## config.mk

```make
export PLATFORM = sky130hd
export DESIGN_NAME = wb_reg_bank_flat
export DESIGN_NICKNAME = d
export VERILOG_FILES = /design/src/rtl/wb_reg_bank_if.sv /design/src/rtl/wb_reg_bank.sv /design/src/flat_wrapper.sv
export SDC_FILE = /design/constraint.sdc
export NUM_CORES = 1
export LEC_CHECK = 0
export BUFFER_PORTS_ARGS = -buffer_cell sky130_fd_sc_hd__buf_2
export CELL_PAD_IN_SITES_DETAIL_PLACEMENT = 1
export CELL_PAD_IN_SITES_GLOBAL_PLACEMENT = 2
export CORE_MARGIN = 3
export CORE_UTILIZATION = 35
export CTS_CLUSTER_SIZE = 8
export DETAILED_ROUTE_END_ITERATION = 10
export GPL_ROUTABILITY_DRIVEN = 0
export HOLD_SLACK_MARGIN = 0.08
export PLACE_DENSITY_LB_ADDON = 0.1
export REMOVE_ABC_BUFFERS = 1
export SYNTH_ARGS = -nofsm -noshare
export SYNTH_HDL_FRONTEND = slang
export SYNTH_SLANG_ARGS = --single-unit
```

## constraint.sdc

```tcl
create_clock -name clk -period 3.1 [get_ports clk]
set_input_delay 0.62 -clock clk [delete_from_list [all_inputs] [get_ports clk]]
set_output_delay 0.62 -clock clk [all_outputs]
set_load 0.005 [all_outputs]
```

## src/rtl/wb_reg_bank_if.sv

```systemverilog
// wb_if: Wishbone bus bundle between a master and the wb_reg_bank slave.
//  master drives cyc/stb/we/adr/sel/dato; slave drives dati/ack/err/rty/stall.
interface wb_if;
   logic        cyc;
   logic        stb;
   logic        we;
   logic [31:0] adr;
   logic [3:0]  sel;
   logic [31:0] dato;
   logic [31:0] dati;
   logic        ack;
   logic        err;
   logic        rty;
   logic        stall;
   modport master (output cyc, stb, we, adr, sel, dato, input dati, ack, err, rty, stall);
   modport slave  (input cyc, stb, we, adr, sel, dato, output dati, ack, err, rty, stall);
endinterface

```

## src/rtl/wb_reg_bank.sv

```systemverilog
// wb_reg_bank: NREGS x 32-bit RW/RO register bank behind a Wishbone slave.
//  clk, rst_n : clock, asynchronous active-low reset
//  wb         : Wishbone slave (cyc/stb/we/adr/sel/dato in; dati/ack/err/rty/stall out)
//  regs_o     : RW register values (RO slices read as 0)
//  ro_i       : status words returned for RO registers
//  wstb_o     : one-cycle pulse per register written
module wb_reg_bank #(
   parameter int                  NREGS   = 4,
   parameter int                  PIPE_WR = 1,
   parameter int                  PIPE_RD = 1,
   parameter logic [NREGS-1:0]    RO_MASK = '0,
   parameter logic [NREGS*32-1:0] RST_VAL = '0
) (
   input  logic                clk,
   input  logic                rst_n,
   wb_if.slave                 wb,
   output logic [NREGS*32-1:0] regs_o,
   input  logic [NREGS*32-1:0] ro_i,
   output logic [NREGS-1:0]    wstb_o
);
   // index decode is one bit wider than a power-of-two bank needs, so the
   // first word past the bank reports err instead of aliasing register 0
   localparam int AW = $clog2(NREGS + 1);
   logic [31:0]   r [NREGS];
   logic          en, rd_req, wr_req, rip, wip, idx_ok;
   logic [AW-1:0] idx;
   logic          p_v;
   logic [AW-1:0] p_idx;
   logic [31:0]   p_dat;
   logic [3:0]    p_sel;
   logic          d_v, d_ok;
   logic [AW-1:0] d_idx;
   logic [31:0]   d_dat;
   logic [3:0]    d_sel;
   logic          wack, werr, rack_q, rerr_q, rack, rerr;
   logic [31:0]   rdat, dati_q;
   assign en     = wb.cyc & wb.stb;
   assign rd_req = en & ~wb.we & ~rip;
   assign wr_req = en & wb.we & ~wip;
   assign idx    = wb.adr[AW+1:2];
   assign idx_ok = 32'(idx) < NREGS;
   // write decode works on the staged request or straight off the bus
   assign d_v   = (PIPE_WR != 0) ? p_v   : wr_req;
   assign d_idx = (PIPE_WR != 0) ? p_idx : idx;
   assign d_dat = (PIPE_WR != 0) ? p_dat : wb.dato;
   assign d_sel = (PIPE_WR != 0) ? p_sel : wb.sel;
   assign d_ok  = 32'(d_idx) < NREGS;
   assign rack = (PIPE_RD != 0) ? rack_q : rd_req & idx_ok;
   assign rerr = (PIPE_RD != 0) ? rerr_q : rd_req & ~idx_ok;
   assign wb.ack   = wack | rack;
   assign wb.err   = werr | rerr;
   assign wb.rty   = 1'b0;
   assign wb.stall = en & ~(wack | rack | werr | rerr);
   assign wb.dati  = (PIPE_RD != 0) ? dati_q : (rd_req ? rdat : '0);
   always_comb begin
      rdat = '0;
      for (int i = 0; i < NREGS; i++)
         if (idx == AW'(i)) rdat = RO_MASK[i] ? ro_i[32*i +: 32] : r[i];
   end
   always_comb begin
      regs_o = '0;
      for (int i = 0; i < NREGS; i++)
         regs_o[32*i +: 32] = RO_MASK[i] ? '0 : r[i];
   end
   always_ff @(posedge clk or negedge rst_n) begin
      if (!rst_n) begin
         p_v    <= 1'b0;
         p_idx  <= '0;
         p_dat  <= '0;
         p_sel  <= '0;
         wack   <= 1'b0;
         werr   <= 1'b0;
         wip    <= 1'b0;
         wstb_o <= '0;
         for (int i = 0; i < NREGS; i++) r[i] <= RST_VAL[32*i +: 32];
      end else begin
         p_v <= wr_req;
         if (wr_req) begin
            p_idx <= idx;
            p_dat <= wb.dato;
            p_sel <= wb.sel;
         end
         wack <= d_v & d_ok;
         werr <= d_v & ~d_ok;
         wip  <= (wip | wr_req) & ~(wack | werr);
         for (int i = 0; i < NREGS; i++) begin
            wstb_o[i] <= d_v && d_idx == AW'(i) && !RO_MASK[i];
            for (int b = 0; b < 4; b++)
               if (d_v && d_idx == AW'(i) && !RO_MASK[i] && d_sel[b]) r[i][8*b +: 8] <= d_dat[8*b +: 8];
         end
      end
   end
   // a combinational read acks in its request cycle, so rip never sets then
   always_ff @(posedge clk or negedge rst_n) begin
      if (!rst_n) begin
         rack_q <= 1'b0;
         rerr_q <= 1'b0;
         rip    <= 1'b0;
         dati_q <= '0;
      end else begin
         rack_q <= rd_req & idx_ok;
         rerr_q <= rd_req & ~idx_ok;
         rip    <= (rip | rd_req) & ~(rack | rerr);
         if (rd_req) dati_q <= rdat;
      end
   end
endmodule

```

## src/flat_wrapper.sv

```systemverilog
// flat-port wrapper written by rule: the top's interface ports become plain ports
module wb_reg_bank_flat 
#(
   parameter int                  NREGS   = 4,
   parameter int                  PIPE_WR = 1,
   parameter int                  PIPE_RD = 1,
   parameter logic [NREGS-1:0]    RO_MASK = '0,
   parameter logic [NREGS*32-1:0] RST_VAL = '0
)
  (clk, rst_n, regs_o, ro_i, wstb_o, wb_cyc, wb_stb, wb_we, wb_adr, wb_sel, wb_dato, wb_dati, wb_ack, wb_err, wb_rty, wb_stall);
  wb_if wb_i ();
  input  logic clk;
  input  logic rst_n;
  output logic [NREGS*32-1:0] regs_o;
  input  logic [NREGS*32-1:0] ro_i;
  output logic [NREGS-1:0] wstb_o;
  input wire logic [$bits(wb_i.cyc)-1:0] wb_cyc;
  input wire logic [$bits(wb_i.stb)-1:0] wb_stb;
  input wire logic [$bits(wb_i.we)-1:0] wb_we;
  input wire logic [$bits(wb_i.adr)-1:0] wb_adr;
  input wire logic [$bits(wb_i.sel)-1:0] wb_sel;
  input wire logic [$bits(wb_i.dato)-1:0] wb_dato;
  output wire logic [$bits(wb_i.dati)-1:0] wb_dati;
  output wire logic [$bits(wb_i.ack)-1:0] wb_ack;
  output wire logic [$bits(wb_i.err)-1:0] wb_err;
  output wire logic [$bits(wb_i.rty)-1:0] wb_rty;
  output wire logic [$bits(wb_i.stall)-1:0] wb_stall;
  assign wb_i.cyc = wb_cyc;
  assign wb_i.stb = wb_stb;
  assign wb_i.we = wb_we;
  assign wb_i.adr = wb_adr;
  assign wb_i.sel = wb_sel;
  assign wb_i.dato = wb_dato;
  assign wb_dati = wb_i.dati;
  assign wb_ack = wb_i.ack;
  assign wb_err = wb_i.err;
  assign wb_rty = wb_i.rty;
  assign wb_stall = wb_i.stall;
  wb_reg_bank #(.NREGS(NREGS), .PIPE_WR(PIPE_WR), .PIPE_RD(PIPE_RD), .RO_MASK(RO_MASK), .RST_VAL(RST_VAL)) u_core (.clk(clk), .rst_n(rst_n), .wb(wb_i), .regs_o(regs_o), .ro_i(ro_i), .wstb_o(wstb_o));
endmodule
```

==> run_results.csv <==
group,metric,value,unit
global_routing,first_global_vias,5988,
job,drv_cap,0,
synth,syn-mean-instance-area,17.3,um^2
min_path,timing.hold.worst.class,"input port to asynchronous set/reset pin",
clock_tree,post_cts_hold_buffer_count,0,
routing,drc_errors,0,
floorplanning,die_h,165,um
floorplanning,row_count,57,
cells_and_area,layout_cell_share_with_drive_strength_beyond_1,64.7,%
routing,drtPass1Iterations,4,
setup_path,arrival,1.69,ns
setup_path,worst_setup_path_start_kind,"flip-flop",
setup_path,crit_buf_inv,1,
setup_path,critPathCaptureType,"output port",
timing,final-max-slew-violation-count,0,
synth,yosysSeqAreaShare,59.2,%
clock_tree,cts_max_path_buffers,3,
global_routing,grt_pass1_wl,37000,um
routing,vias_per_cell,5.06,
cells_and_area,finish.utilization,45.2,%
routing,wl_per_cell,23.2,um
placement,preCtsSetupSlack,0.879,ns
synth,yosys.cell_types.count,30,
setup_path,worst_path_largest_cell_delay,0.50,ns
cells_and_area,fin_nets,943,
floorplanning,num_io_pins,369,
clock_tree,clk-insertion-delay-late,0.54,ns
timing,skew,0.0168,ns
timing,setup-tns-final,0,ns
cells_and_area,syn_to_final_growth,25.4,%
routing,final_antenna_net_count,0,
clock_tree,cts_clk_pin_slew_worst_paths,0.05,ns
floorplanning,coreArea,24600,um^2
clock_tree,clock_tree_from_tritoncts,"done",
clock_tree,cts_root_buffer,"sky130_fd_sc_hd__clkbuf_16",
cells_and_area,fill_cells,2501,
routing,drt-total-wl,24700,um
clock_tree,cts_post_setup_buffers_inserted,0,
routing,vias_after_detailed_routing,5390,
placement,detailedPlacementHpwl,16200,um
timing,worst_slew_pin_slew,0.861,ns
status,run_status,"completed",
setup_path,path_class,"flip-flop to output port",
timing,final.hold.worst_slack,0.125,ns
synth,synth_enable_flop_cells,0,
power,vdd_ir_drop_max,0.000403,V
power,cellPowerDensity,765,nW/um^2
synth,synth_instances,512,
power,p_total,8.51,mW
floorplanning,start_util,36.1,%
timing,setup_viol_count_final,0,
synth,async_reset_ff_share,100,%
setup_path,r2r_slack,1.17,ns
synth,ys.flop_type,"sky130_fd_sc_hd__dfrtp_1",
clock_tree,cts_htree_levels,1,
setup_path,worst-endpoint-required,2.48,ns
setup_path,crit_path_cell_trace,"or4_1 -> nor2_1 -> buf_2",
setup_path,worstReg2RegEnd,"u_core.regs_o[88]",
cells_and_area,final-seq-area,5260,um^2
synth,synthesis.yosys.warnings,0,
timing,fin_crit,2.31,ns
floorplanning,die_width,165,um
clock_tree,postCtsResizedCells,0,
clock_tree,numCtsBuffers,30,
timing,slew_headroom,42.6,%
global_routing,global_route.usage.total,17.9,%
cells_and_area,antennaDiodeCount,0,
global_routing,grt_antenna_before_repair,3,
routing,dr.first_iter.drc_count,249,
global_routing,grt.overflow.total,0,
cells_and_area,multiInputGateArea,3470,um^2
synth,synth-seq-cells,210,
timing,rsz0062_at_grt,"no",
power,power_leakage,6.08,nW
timing,finalHoldViolations,0,
setup_path,cp_top_family,"simple AND/OR/NAND/NOR gates",
placement,io_buffers,210,
clock_tree,tritoncts_num_sinks,210,
timing,final_critical_path_setup_slack,0.789,ns
synth,synthesis.area,8880,um^2
global_routing,grt_max_degree,88,
timing,max_clock_freq,0.433,GHz
timing,final_min_period_over_clock_period,74.6,%
setup_path,worstRegToRegCells,3,
setup_path,critical_path_s_slowest_cell,"sky130_fd_sc_hd__or4_1",
setup_path,r2r-start,"u_core.d_idx[0]",
setup_path,crit_path_max_fanout,3,
floorplanning,fp.dieArea,27300,um^2
[worst reg2reg max path, stage by stage, from the launching register on]
cell	delay [ns]
sky130_fd_sc_hd__dfrtp_1	0.45
sky130_fd_sc_hd__nand2b_1	0.57
sky130_fd_sc_hd__nor2_8	0.41
sky130_fd_sc_hd__mux2_2	0.38
[through the flow]
stage                     cell area, um^2  instances
after floorplan                      8730        489
after global placement              10300       1034
after detailed placement            10300       1034
after CTS                           11100       1066
after global routing                11100       1066
final                               11100       1066
[sequential cells by signal, summed over array words and instances, names as in the netlist]
| name | flops |
|---|---|
| u_core.d_dat | 32 |
| u_core.d_idx | 3 |
| u_core.d_sel | 4 |
| u_core.d_v | 1 |
| u_core.rack | 1 |
| u_core.regs_o | 128 |
| u_core.rerr | 1 |
| u_core.rip | 1 |
| u_core.wack | 1 |
| u_core.wb.dati | 32 |
| u_core.werr | 1 |
| u_core.wip | 1 |
| u_core.wstb_o | 4 |
[cell usage after synthesis (2+ instances only)]
library cell / instances / area (um^2)
sky130_fd_sc_hd__mux2_4: 11 / 165
sky130_fd_sc_hd__nor2_1: 6 / 22.5
sky130_fd_sc_hd__inv_1: 3 / 11.3
sky130_fd_sc_hd__mux2_1: 2 / 22.5
sky130_fd_sc_hd__or2_2: 2 / 12.5
sky130_fd_sc_hd__nand3_4: 4 / 70.1
sky130_fd_sc_hd__nand3b_4: 4 / 80.1
sky130_fd_sc_hd__a31oi_1: 2 / 12.5
sky130_fd_sc_hd__a22o_1: 32 / 280
sky130_fd_sc_hd__mux4_2: 32 / 721
sky130_fd_sc_hd__buf_2: 6 / 30.0
sky130_fd_sc_hd__nor3_1: 3 / 15.0
sky130_fd_sc_hd__clkbuf_1: 7 / 26.3
sky130_fd_sc_hd__nor2_8: 12 / 240
sky130_fd_sc_hd__mux2_2: 154 / 1730
sky130_fd_sc_hd__dfrtp_1: 210 / 5260
sky130_fd_sc_hd__buf_6: 4 / 45.0
sky130_fd_sc_hd__nand2b_1: 2 / 12.5
sky130_fd_sc_hd__buf_4: 5 / 37.5
[how the worst max path moves through the flow]
| stage | start | slack [ns] | depth (start not counted) | endpoint |
|---|---|---|---|---|
| after global placement | wb_we | 0.89 | 4 | u_core.wb.dati[16] |
| after detailed placement | wb_we | 0.88 | 4 | u_core.wb.dati[26] |
| after global routing | u_core.rack | 0.65 | 3 | wb_stall |
| after CTS | u_core.wack | 0.73 | 3 | wb_stall |
| final | u_core.wack | 0.79 | 3 | wb_stall |
| after floorplan | wb_we | -0.03 | 3 | u_core.wb.dati[0] |
[cells by family (layout without fill, tap and decap cells)]
group	after synthesis	in the layout	synth area share, %
other	1	1	0.0422
muxes	199	199	29.8
AOI/OAI and AO/OA	34	34	3.30
DFF	210	210	59.2
and+or+nand+nor	41	41	5.86
buffers and inverters	27	257	1.83
[final cells by class]
cell class	count	share of cell area [%]
sequential	210	47.2
multi-input combinational	275	31.2
timing repair buffer	221	10.7
clock buffer	31	6.97
tap	324	3.64
inverter	4	0.180
clock inverter	1	0.0787
[where the power goes]
| group | internal (mW) | total (mW) | switching, mW |
|---|---|---|---|
| logic | 0.972 | 1.66 | 0.686 |
| registers | 3.39 | 4.01 | 0.624 |
| clock network | 1.73 | 2.84 | 1.11 |
| total | 6.09 | 8.51 | 2.42 |
[routing by layer]
layer / wire length (um) / track usage, %
met1: 10600 / 23.8
met2: 11400 / 28.4
met3: 2220 / 6.34
met4: 452 / 3.77
met5: 34 / 0
[layout by cell type, fill, tap and decap left out, types with 5 or more instances in the layout]
| cell | instances |
|---|---|
| sky130_fd_sc_hd__dfrtp_1 | 210 |
| sky130_fd_sc_hd__buf_2 | 209 |
| sky130_fd_sc_hd__mux2_2 | 154 |
| sky130_fd_sc_hd__mux4_2 | 32 |
| sky130_fd_sc_hd__a22o_1 | 32 |
| sky130_fd_sc_hd__clkbuf_16 | 31 |
| sky130_fd_sc_hd__nor2_8 | 12 |
| sky130_fd_sc_hd__mux2_4 | 11 |
| sky130_fd_sc_hd__buf_4 | 7 |
| sky130_fd_sc_hd__nor2_1 | 5 |
(Power assumes the default switching activity.)
